**src/rtl/soc_pkg.sv**
```systemverilog
// Shared constants, UART transmitter state type and baud-divisor helper for the bring-up SoC.
package soc_pkg;

  localparam logic [31:0] LED_ADDR  = 32'h1000_0000;
  localparam logic [31:0] UART_ADDR = 32'h1000_0004;

  typedef enum logic [1:0] {
    StIdle,
    StStart,
    StData,
    StStop
  } uart_state_e;

  // Cycles per UART bit, truncating.
  function automatic int unsigned baud_div(input int unsigned clk_freq, input int unsigned baud);
    return clk_freq / baud;
  endfunction

endpackage

```
**src/rtl/picorv32.sv**
```systemverilog
// Fetch-only stand-in exposing picorv32's native memory interface and parameters.
// The full core replaces this file in integrated builds.
module picorv32 #(
  parameter logic [31:0] PROGADDR_RESET = 32'h0000_0000,
  parameter logic [31:0] STACKADDR      = 32'hffff_ffff
) (
  input  logic        clk,
  input  logic        resetn,
  output logic        mem_valid,
  output logic        mem_instr,
  input  logic        mem_ready,
  output logic [31:0] mem_addr,
  output logic [31:0] mem_wdata,
  output logic [3:0]  mem_wstrb,
  input  logic [31:0] mem_rdata
);

  logic        halted_q;
  logic [31:0] stack_unused;

  assign stack_unused = STACKADDR;
  assign mem_instr    = 1'b1;
  assign mem_wdata    = 32'h0;
  assign mem_wstrb    = 4'b0000;

  // Sequential fetch from the reset vector; an all-zero word is illegal and halts fetching.
  always_ff @(posedge clk) begin
    if (!resetn) begin
      mem_valid <= 1'b0;
      mem_addr  <= PROGADDR_RESET;
      halted_q  <= 1'b0;
    end else if (!halted_q) begin
      mem_valid <= 1'b1;
      if (mem_valid && mem_ready) begin
        if (mem_rdata == 32'h0) begin
          halted_q  <= 1'b1;
          mem_valid <= 1'b0;
        end else begin
          mem_addr <= mem_addr + 32'd4;
        end
      end
    end
  end

endmodule

```
**src/rtl/soc_uart_tx.sv**
```systemverilog
// Buffered UART 8N1 transmitter: byte FIFO feeding a bit serialiser that sends frames back-to-back.
module uart_tx_fifo
  import soc_pkg::*;
#(
  parameter int unsigned DEPTH      = 16,
  parameter int unsigned BIT_CYCLES = 434
) (
  input  logic       clk,
  input  logic       rst,
  input  logic       push,
  input  logic [7:0] push_data,
  output logic       uart_tx
);

  localparam int unsigned PtrW = $clog2(DEPTH);
  localparam int unsigned CntW = $clog2(BIT_CYCLES);
  localparam logic [CntW-1:0] CntLast   = CntW'(BIT_CYCLES - 1);
  localparam logic [PtrW:0]   CountFull = (PtrW + 1)'(DEPTH);

  logic [7:0]      mem_q [DEPTH];
  logic [PtrW-1:0] wr_ptr_q, rd_ptr_q;
  logic [PtrW:0]   count_q;
  logic            empty, full, do_push, do_pop, bit_end;

  uart_state_e     state_q;
  logic [CntW-1:0] baud_cnt_q;
  logic [2:0]      bit_idx_q;
  logic [7:0]      shift_q;

  assign empty   = (count_q == '0);
  assign full    = (count_q == CountFull);
  assign do_push = push & ~full;
  assign bit_end = (baud_cnt_q == CntLast);
  // Popping at the end of a stop bit chains the next frame with no idle gap.
  assign do_pop  = ~empty & ((state_q == StIdle) | ((state_q == StStop) & bit_end));

  always_ff @(posedge clk) begin
    if (do_push) mem_q[wr_ptr_q] <= push_data;
  end

  always_ff @(posedge clk or posedge rst) begin
    if (rst) begin
      wr_ptr_q <= '0;
      rd_ptr_q <= '0;
      count_q  <= '0;
    end else begin
      if (do_push) wr_ptr_q <= wr_ptr_q + 1'b1;
      if (do_pop)  rd_ptr_q <= rd_ptr_q + 1'b1;
      if (do_push && !do_pop)      count_q <= count_q + 1'b1;
      else if (do_pop && !do_push) count_q <= count_q - 1'b1;
    end
  end

  always_ff @(posedge clk or posedge rst) begin
    if (rst) begin
      state_q    <= StIdle;
      baud_cnt_q <= '0;
      bit_idx_q  <= '0;
      shift_q    <= '0;
      uart_tx    <= 1'b1;
    end else begin
      case (state_q)
        StIdle: begin
          if (do_pop) begin
            state_q    <= StStart;
            baud_cnt_q <= '0;
            shift_q    <= mem_q[rd_ptr_q];
            uart_tx    <= 1'b0;
          end
        end
        StStart: begin
          if (bit_end) begin
            state_q    <= StData;
            baud_cnt_q <= '0;
            bit_idx_q  <= '0;
            uart_tx    <= shift_q[0];
            shift_q    <= {1'b0, shift_q[7:1]};
          end else begin
            baud_cnt_q <= baud_cnt_q + 1'b1;
          end
        end
        StData: begin
          if (bit_end) begin
            baud_cnt_q <= '0;
            if (bit_idx_q == 3'd7) begin
              state_q <= StStop;
              uart_tx <= 1'b1;
            end else begin
              bit_idx_q <= bit_idx_q + 1'b1;
              uart_tx   <= shift_q[0];
              shift_q   <= {1'b0, shift_q[7:1]};
            end
          end else begin
            baud_cnt_q <= baud_cnt_q + 1'b1;
          end
        end
        StStop: begin
          if (bit_end) begin
            baud_cnt_q <= '0;
            if (do_pop) begin
              state_q <= StStart;
              shift_q <= mem_q[rd_ptr_q];
              uart_tx <= 1'b0;
            end else begin
              state_q <= StIdle;
            end
          end else begin
            baud_cnt_q <= baud_cnt_q + 1'b1;
          end
        end
        default: state_q <= StIdle;
      endcase
    end
  end

endmodule

```
**src/rtl/soc_top.sv**
```systemverilog
// Bring-up SoC top: core, native bus decode, LED register and buffered UART transmitter.
// Program RAM lives outside and drives mem_rdata/mem_ready directly.
module soc_top
  import soc_pkg::*;
#(
  parameter int unsigned CLK_FREQ     = 50_000_000,
  parameter int unsigned BAUD         = 115200,
  parameter logic [31:0] RESET_ADDR   = 32'h0000_0000,
  parameter logic [31:0] STACK_ADDR   = 32'h0001_0000,
  parameter logic [31:0] LED_ADDR     = soc_pkg::LED_ADDR,
  parameter logic [31:0] UART_ADDR    = soc_pkg::UART_ADDR,
  parameter int unsigned TXFIFO_DEPTH = 16
) (
  input  logic       clk,
  input  logic       rst,
  input  logic       uart_rx,
  output logic       uart_tx,
  output logic [7:0] led
);

  localparam int unsigned BitCycles = baud_div(CLK_FREQ, BAUD);

  logic        mem_valid, mem_instr, mem_ready;
  logic [31:0] mem_addr, mem_wdata, mem_rdata;
  logic [3:0]  mem_wstrb;

  logic [1:0]  rst_sync_q;
  logic        sys_rst, core_resetn;
  logic [1:0]  rx_sync_q;
  logic        wr_acc, led_we, uart_we;
  logic        uart_tx_valid;
  logic [7:0]  uart_tx_data;
  logic        unused_sigs;

  // Assert immediately, release two edges after rst falls.
  always_ff @(posedge clk or posedge rst) begin
    if (rst) rst_sync_q <= 2'b11;
    else     rst_sync_q <= {rst_sync_q[0], 1'b0};
  end

  assign sys_rst     = rst_sync_q[1];
  assign core_resetn = ~sys_rst;

  always_ff @(posedge clk or posedge sys_rst) begin
    if (sys_rst) rx_sync_q <= 2'b11;
    else         rx_sync_q <= {rx_sync_q[0], uart_rx};
  end

  picorv32 #(
    .PROGADDR_RESET(RESET_ADDR),
    .STACKADDR     (STACK_ADDR)
  ) u_core (
    .clk      (clk),
    .resetn   (core_resetn),
    .mem_valid(mem_valid),
    .mem_instr(mem_instr),
    .mem_ready(mem_ready),
    .mem_addr (mem_addr),
    .mem_wdata(mem_wdata),
    .mem_wstrb(mem_wstrb),
    .mem_rdata(mem_rdata)
  );

  assign wr_acc  = mem_valid & mem_ready & (mem_wstrb != 4'b0000);
  assign led_we  = wr_acc & mem_wstrb[0] & (mem_addr == LED_ADDR);
  assign uart_we = wr_acc & mem_wstrb[0] & (mem_addr == UART_ADDR);

  // uart_tx_valid strobes on every accepted UART write, even when the FIFO drops the byte.
  always_ff @(posedge clk or posedge sys_rst) begin
    if (sys_rst) begin
      led           <= 8'h00;
      uart_tx_valid <= 1'b0;
      uart_tx_data  <= 8'h00;
    end else begin
      if (led_we) led <= mem_wdata[7:0];
      uart_tx_valid <= uart_we;
      if (uart_we) uart_tx_data <= mem_wdata[7:0];
    end
  end

  uart_tx_fifo #(
    .DEPTH     (TXFIFO_DEPTH),
    .BIT_CYCLES(BitCycles)
  ) u_uart_tx (
    .clk      (clk),
    .rst      (sys_rst),
    .push     (uart_we),
    .push_data(mem_wdata[7:0]),
    .uart_tx  (uart_tx)
  );

  assign unused_sigs = ^{mem_instr, mem_wdata[31:8], rx_sync_q[1]};

endmodule

```
**config.mk**
```make
export PLATFORM = sky130hd
export DESIGN_NAME = soc_top
export DESIGN_NICKNAME = d
export VERILOG_FILES = /design/src/rtl/soc_pkg.sv /design/src/rtl/picorv32.sv /design/src/rtl/soc_uart_tx.sv /design/src/rtl/soc_top.sv
export SDC_FILE = /design/constraint.sdc
export NUM_CORES = 1
export LEC_CHECK = 0
export BUFFER_PORTS_ARGS = -buffer_cell sky130_fd_sc_hd__buf_4
export CAP_MARGIN = 20
export CORE_MARGIN = 1.5
export CORE_UTILIZATION = 50
export DETAILED_ROUTE_END_ITERATION = 8
export GPL_ROUTABILITY_DRIVEN = 0
export GPL_TIMING_DRIVEN = 0
export PLACE_DENSITY_LB_ADDON = 0.1
export SYNTH_ARGS = -nofsm -noshare
export SYNTH_HDL_FRONTEND = slang
export SYNTH_SLANG_ARGS = --single-unit
```
**constraint.sdc**
```tcl
create_clock -name clk -period 1.89 [get_ports clk]
set_input_delay 0.2835 -clock clk [delete_from_list [all_inputs] [get_ports clk]]
set_output_delay 0.2835 -clock clk [all_outputs]
set_load 0.02 [all_outputs]
```
==> results.cfg, run 1 <==
[worst_setup_path]
endpoint_kind = flip-flop
rr_endpoint = u_uart_tx.state_q[1]
required_ns = 2.10
rrSetupSlack_ns = 0.03
critPathLaunch = u_uart_tx.baud_cnt_q[2]
cp_max_fo = 7
crit_type = reg2reg
r2r-start = u_uart_tx.baud_cnt_q[2]
arrival_ns = 2.07
start_kind = flip-flop
reg2reg_depth = 4

[yosys]
synthTopCellsByArea = dfrtp_1, ha_1, dfstp_2
syn_inst = 131
yosysSeqAreaShare_pct = 41.0
yosys.cell_types.count = 45
synth_edf_count = 0
avgSynthCellArea_sq_um = 10.3
synth_flop_cell = dfrtp_1
synth-async-reset-ratio_pct = 100
syn-cell-area_sq_mm = 0.00135
synth_warnings = 0
synth_top_area_cell = dfrtp_1
synth-seq-cells = 22
yosys.area.top_type_share_pct = 35.2

[clock_tree]
cts_buffer_depth = 2
h-tree-depth = 1
numCtsBuffers = 3
cts_tree = done
clk_pin_slew_worst_paths_ns = 0.13
cts-root-buf = clkbuf_4
clk_latency_ns = 0.31
cts.sinks = 22

[grt]
overflow = 0
track_usage_pct = 17.8
grt_max_degree = 21
grt_pass1_wl_um = 3800
grt_pass1_vias = 855
grt_antenna_before_repair = 0

[sta]
worst_slew_pin_slew_ns = 0.747
tns_ns = 0
layout_setup_ws_ns = 0.0250
hold_violations = 0
final_max_slew_viol_count = 0
relSlewSlack_pct = 50.2
finalCriticalPeriod_ns = 1.86
period_share_pct = 98.7
skew_ns = 0.00757
rsz0062_at_grt = yes
setup_viol = 0
fmax_mhz = 536

[layout]
stdcell_count = 179
multi_input_area_sq_um = 736
nets = 164
seq_area_sq_um = 556
n_antenna_cell = 0
drive_gt1_share_pct = 22.8
fillers = 230
syn_to_final_growth_pct = 14.0

[power]
p_leak_nw = 0.749
p_per_area_mw_per_mm2 = 566
ir_drop_mv = 0.495

[detailed_routing]
wl_um = 2400
drtIter0Drc = 15
detail-route-antenna-nets = 0
dr_total_vias = 1022
drt_first_pass_iters = 4
drt-vias-per-instance = 5.71
route.detailed.drc = 0
wl_per_cell_um = 13.4

[min_path]
min_path_type = reg2reg
holdPathEnd = rst_sync_q[1]
hold_depth = 0
hold_path_startpoint = rst_sync_q[0]

[placed_design]
dp_slack_ns = 0.0385
port_buffers = 2
place_hpwl_um = 1740
dp_cells = 171

[die]
die_h_um = 55.0
die_width_um = 55.0
die_area_sq_mm = 0.00302
ios = 12
start_util_pct = 53.6
core-area_sq_mm = 0.00252
rows = 18

[status]
status = complete, no violations

[job]
max_cap_violations = 0
[through the flow]
| stage | util [%] | total power, mW | hold slack, ns | area (sq um) |
|---|---|---|---|---|
| final | 61.1 | 0.871 | 0.370 | 1540 |
| after global routing | 61.1 | 0.908 | 0.375 | 1540 |
| after CTS | 59.3 | 0.889 | 0.373 | 1500 |
| after detailed placement | 56.8 | 0.522 | 0.321 | 1430 |
| after global placement | 56.8 | 0.522 | 0.311 | 1430 |
| after floorplan | - | 0.518 | 0.195 | 1380 |
[state kept, by name (all words and copies together) (netlist names)]
signal	count
u_uart_tx.uart_tx	1
rst_sync_q	2
u_uart_tx.baud_cnt_q	9
u_uart_tx.count_q	5
u_uart_tx.bit_idx_q	3
u_uart_tx.state_q	2
[metal layers]
layer  wire length, um  track usage (%)
met2              1170             29.4
met1              1140             23.4
met3                72             2.42
met5                 0                0
met4                16             7.32
[report_power, final]
| group | total (mW) | internal [mW] | switching (mW) |
|---|---|---|---|
| Combinational | 0.0393 | 0.0139 | 0.0254 |
| Clock | 0.357 | 0.214 | 0.143 |
| Sequential | 0.475 | 0.475 | 0.000588 |
[synth_stat cells (2+ instances only)]
| master | number |
|---|---|
| dfstp_2 | 3 |
| xor2_1 | 2 |
| nand3_1 | 5 |
| mux2i_1 | 2 |
| a21oi_1 | 3 |
| buf_4 | 8 |
| and4_1 | 2 |
| dfrtp_1 | 19 |
| nand2_1 | 6 |
| inv_1 | 11 |
| a21o_1 | 2 |
| a22o_1 | 6 |
| clkbuf_1 | 2 |
| o21ai_0 | 4 |
| or3_1 | 2 |
| a31oi_1 | 5 |
| o21ai_1 | 2 |
| nor3_1 | 4 |
| ha_1 | 11 |
| nor2_1 | 7 |
[worst max-delay path, stage by stage, from the launching register on]
cell	delay (ns)
dfrtp_2	0.46
or4b_4	0.62
o32ai_4	0.17
and3_4	0.24
mux2_4	0.29
[worst max-delay path by stage]
stage / to / slack, ns
final: u_uart_tx.state_q[1] / 0.03
after global placement: u_uart_tx.state_q[1] / 0.05
after detailed placement: u_uart_tx.state_q[1] / 0.04
after global routing: u_uart_tx.state_q[1] / -0.02
after CTS: u_uart_tx.uart_tx / 0.02
after floorplan: u_uart_tx.state_q[1] / 0.12
[logic make-up after synthesis]
family	after synthesis	synth area share [%]
adders and majority gates	11	10.2
xor gates and xnor gates	3	1.94
DFF	22	41.0
AOI/OAI and AO/OA	34	19.4
muxes	4	3.43
other	1	0.278
buffers and inverters	21	8.06
and+or+nand+nor	35	15.6
[layout make-up]
class                      instances  share of cell area (%)
multi-input combinational         96                    47.8
tap                               30                    2.44
clock buffer                       3                    1.46
sequential                        22                    36.1
timing repair buffer               6                    3.09
buffer                            10                    4.55
clock inverter                     1                    1.95
inverter                          11                    2.68
[cells in the final DEF (no fill, tap or decap), drive strengths merged, types with 2 or more instances in the layout]
cell type and n:
nand3 5, a22o 6, buf 13, mux2 2, or3 2, o21ai 7
nor3 5, and4 2, inv 11, mux2i 2, a21o 2, xor2 2
a21oi 3, conb 9, ha 11, nor4b 2, nand2 6, nor2 7
dfrtp 19, dfstp 3, clkbuf 5, a31oi 5
[timing repair]
action	4_1_cts	5_1_grt
hold buffers	1	0
gates resized for setup	0	8
endpoints found under the hold margin	2	0
endpoints found under the setup margin	0	13
buffers inserted	0	3
(Power assumes the default switching activity.)
==> inputs of run 2 (changes only) <==
Settings changed: BUFFER_PORTS_ARGS -buffer_cell sky130_fd_sc_hd__buf_4 to -buffer_cell sky130_fd_sc_hd__buf_2, CTS_BUF_LIST set to sky130_fd_sc_hd__clkbuf_8, CTS_CLUSTER_SIZE set to 24.
==> run 2 against run 1 <==
Against the previous run:
- clock power shrank 6.4%
- core utilization shrank 0.69 points
- cell count is the same
- via count shrank 3.8%
- count of clock-buffer cells in the layout grew 1
- sequential power is essentially flat
- sequential share of layout area grew 0.41 points
- cell area shrank 1.1%
- non-clock buffer count is the same
- critical path depth is the same
- register-to-register slack gained 0.03 ns
- highest routed layer unchanged
==> results.cfg, run 2 (synthesis gave the netlist of run 1 again) <==
[layout]
drive_gt1_share_pct = 23.5
stdcell_count = 179
post-route-util_pct = 60.4
fillers = 217
n_antenna_cell = 0
largest_reg_flops = 9
regMostFlops = u_uart_tx.baud_cnt_q
syn_to_final_growth_pct = 12.7
layout_commonest_cell = dfrtp_1
reg.largest.list = u_uart_tx.baud_cnt_q (9), u_uart_tx.count_q (5), u_uart_tx.bit_idx_q (3)
nets = 164
layout_common_cells = dfrtp_1, buf_4, inv_1, ha_1, conb_1

[clock_tree]
h-tree-depth = 1
clk_latency_ns = 0.26
clk_pin_slew_worst_paths_ns = 0.08
numCtsBuffers = 3
cts_tree = done
cts.sinks = 22
cts_buffer_depth = 2
cts-root-buf = clkbuf_8

[power]
power_frac_seq_pct = 56.1
power.share.clock_pct = 39.5
p_total_mw = 0.846
ir_drop_mv = 0.394
switching_share_pct = 20.6
intPower_mw = 0.672
p_per_area_mw_per_mm2 = 555
p_sw_mw = 0.174
comb_power_share_pct = 4.4
p_leak_nw = 0.748

[grt]
overflow = 0
grt_max_degree = 21
grt_pass1_vias = 911
track_usage_pct = 18.1
grt_pass1_wl_um = 3910
grt_antenna_before_repair = 0

[detailed_routing]
routed-wl-met2_um = 1080
met3_length_um = 69
route.detailed.drc = 0
wl_um = 2320
drt_first_pass_iters = 4
wl_per_cell_um = 13.0
detail-route-antenna-nets = 0
top_layer = met4
wl_met1_um = 1150
drt-vias-per-instance = 5.49
dr_total_vias = 983
drtIter0Drc = 8

[placed_design]
port_buffers = 2
place_hpwl_um = 1710
dp_cells = 171

[die]
die_h_um = 55.0
ios = 12
core-area_sq_mm = 0.00252
die_area_sq_mm = 0.00302
start_util_pct = 53.6
rows = 18
die_width_um = 55.0

[sta]
worst_slew_pin_slew_ns = 0.753
fmax_mhz = 546
rsz0062_at_grt = yes
finalCriticalPeriod_ns = 1.83
relSlewSlack_pct = 49.7
period_share_pct = 96.9
final_max_slew_viol_count = 0
skew_ns = 0.00127
hold_violations = 0
setup_viol = 0

[min_path]
min_path_type = in2async

[worst_setup_path]
arrival_ns = 1.98
required_ns = 2.04
cp_max_fo = 7
endpoint_kind = flip-flop
crit_type = reg2reg
start_kind = flip-flop

[status]
status = complete, no violations

[job]
max_cap_violations = 0
[run 2: area by class of cell]
class	count	area [sq um]	share of cell area, %
multi-input cells	96	723	47.5
flip-flops and latches	22	556	36.5
plain buffers	10	70.1	4.60
clock buffers	4	55.1	3.62
inverters	11	41.3	2.71
repair buffers	6	40.0	2.63
well taps	30	37.5	2.47
[run 2: what timing repair did]
item / 4_1_cts / 5_1_grt
buffers inserted: 0 / 4
resized for setup: 0 / 7
endpoints found under the setup margin: 0 / 11
hold buffers: 0 / 0
[run 2: final timing paths]
kind	from	cells after the start	slack, ns	endpoint
hold / removal	rst	2	0.02	rst_sync_q[0]
min in group clk	rst_sync_q[0]	0	0.36	rst_sync_q[1]
hold reg to reg	rst_sync_q[0]	0	0.36	rst_sync_q[1]
setup / recovery	u_uart_tx.baud_cnt_q[2]	4	0.06	u_uart_tx.state_q[1]
setup reg to reg	u_uart_tx.baud_cnt_q[2]	4	0.06	u_uart_tx.state_q[1]
max in group asynchronous	rst_sync_q[1]	1	0.98	u_uart_tx.baud_cnt_q[2]
[run 2: worst max-delay path, cell delays in order, from the launching register on]
cell	delay [ns]
dfrtp_2	0.45
or4b_4	0.61
o32ai_4	0.14
and3_4	0.24
mux2_4	0.29
[run 2: per-layer routing]
| layer | GRT usage (%) | up-vias |
|---|---|---|
| met3 | 3.23 | 4 |
| met1 | 22.9 | 463 |
| met5 | 0 | - |
| met2 | 31.0 | 12 |
| met4 | 6.10 | 0 |
| li1 | - | 504 |
[run 2: metrics by stage]
step / instance area [sq um] / TNS, ns / setup slack, ns / hold slack, ns
3_5_place_dp: 1430 / 0 / 0.0282 / 0.305
3_3_place_gp: 1430 / 0 / 0.0479 / 0.299
5_1_grt: 1520 / -0.0200 / -0.00936 / 0.0507
6_report: 1520 / 0 / 0.0581 / 0.0231
2_1_floorplan: 1380 / 0 / 0.115 / 0.195
4_1_cts: 1480 / 0 / 0.0143 / 0.0200
[run 2: power groups by stage]
stage | clock network [mW] | logic, mW | registers [mW]
global placement | 0 | 0.0373 | 0.484
detailed placement | 0 | 0.0376 | 0.484
finish | 0.334 | 0.0371 | 0.475
floorplan | 0 | 0.0338 | 0.484
global route | 0.360 | 0.0429 | 0.475
CTS | 0.342 | 0.0374 | 0.475
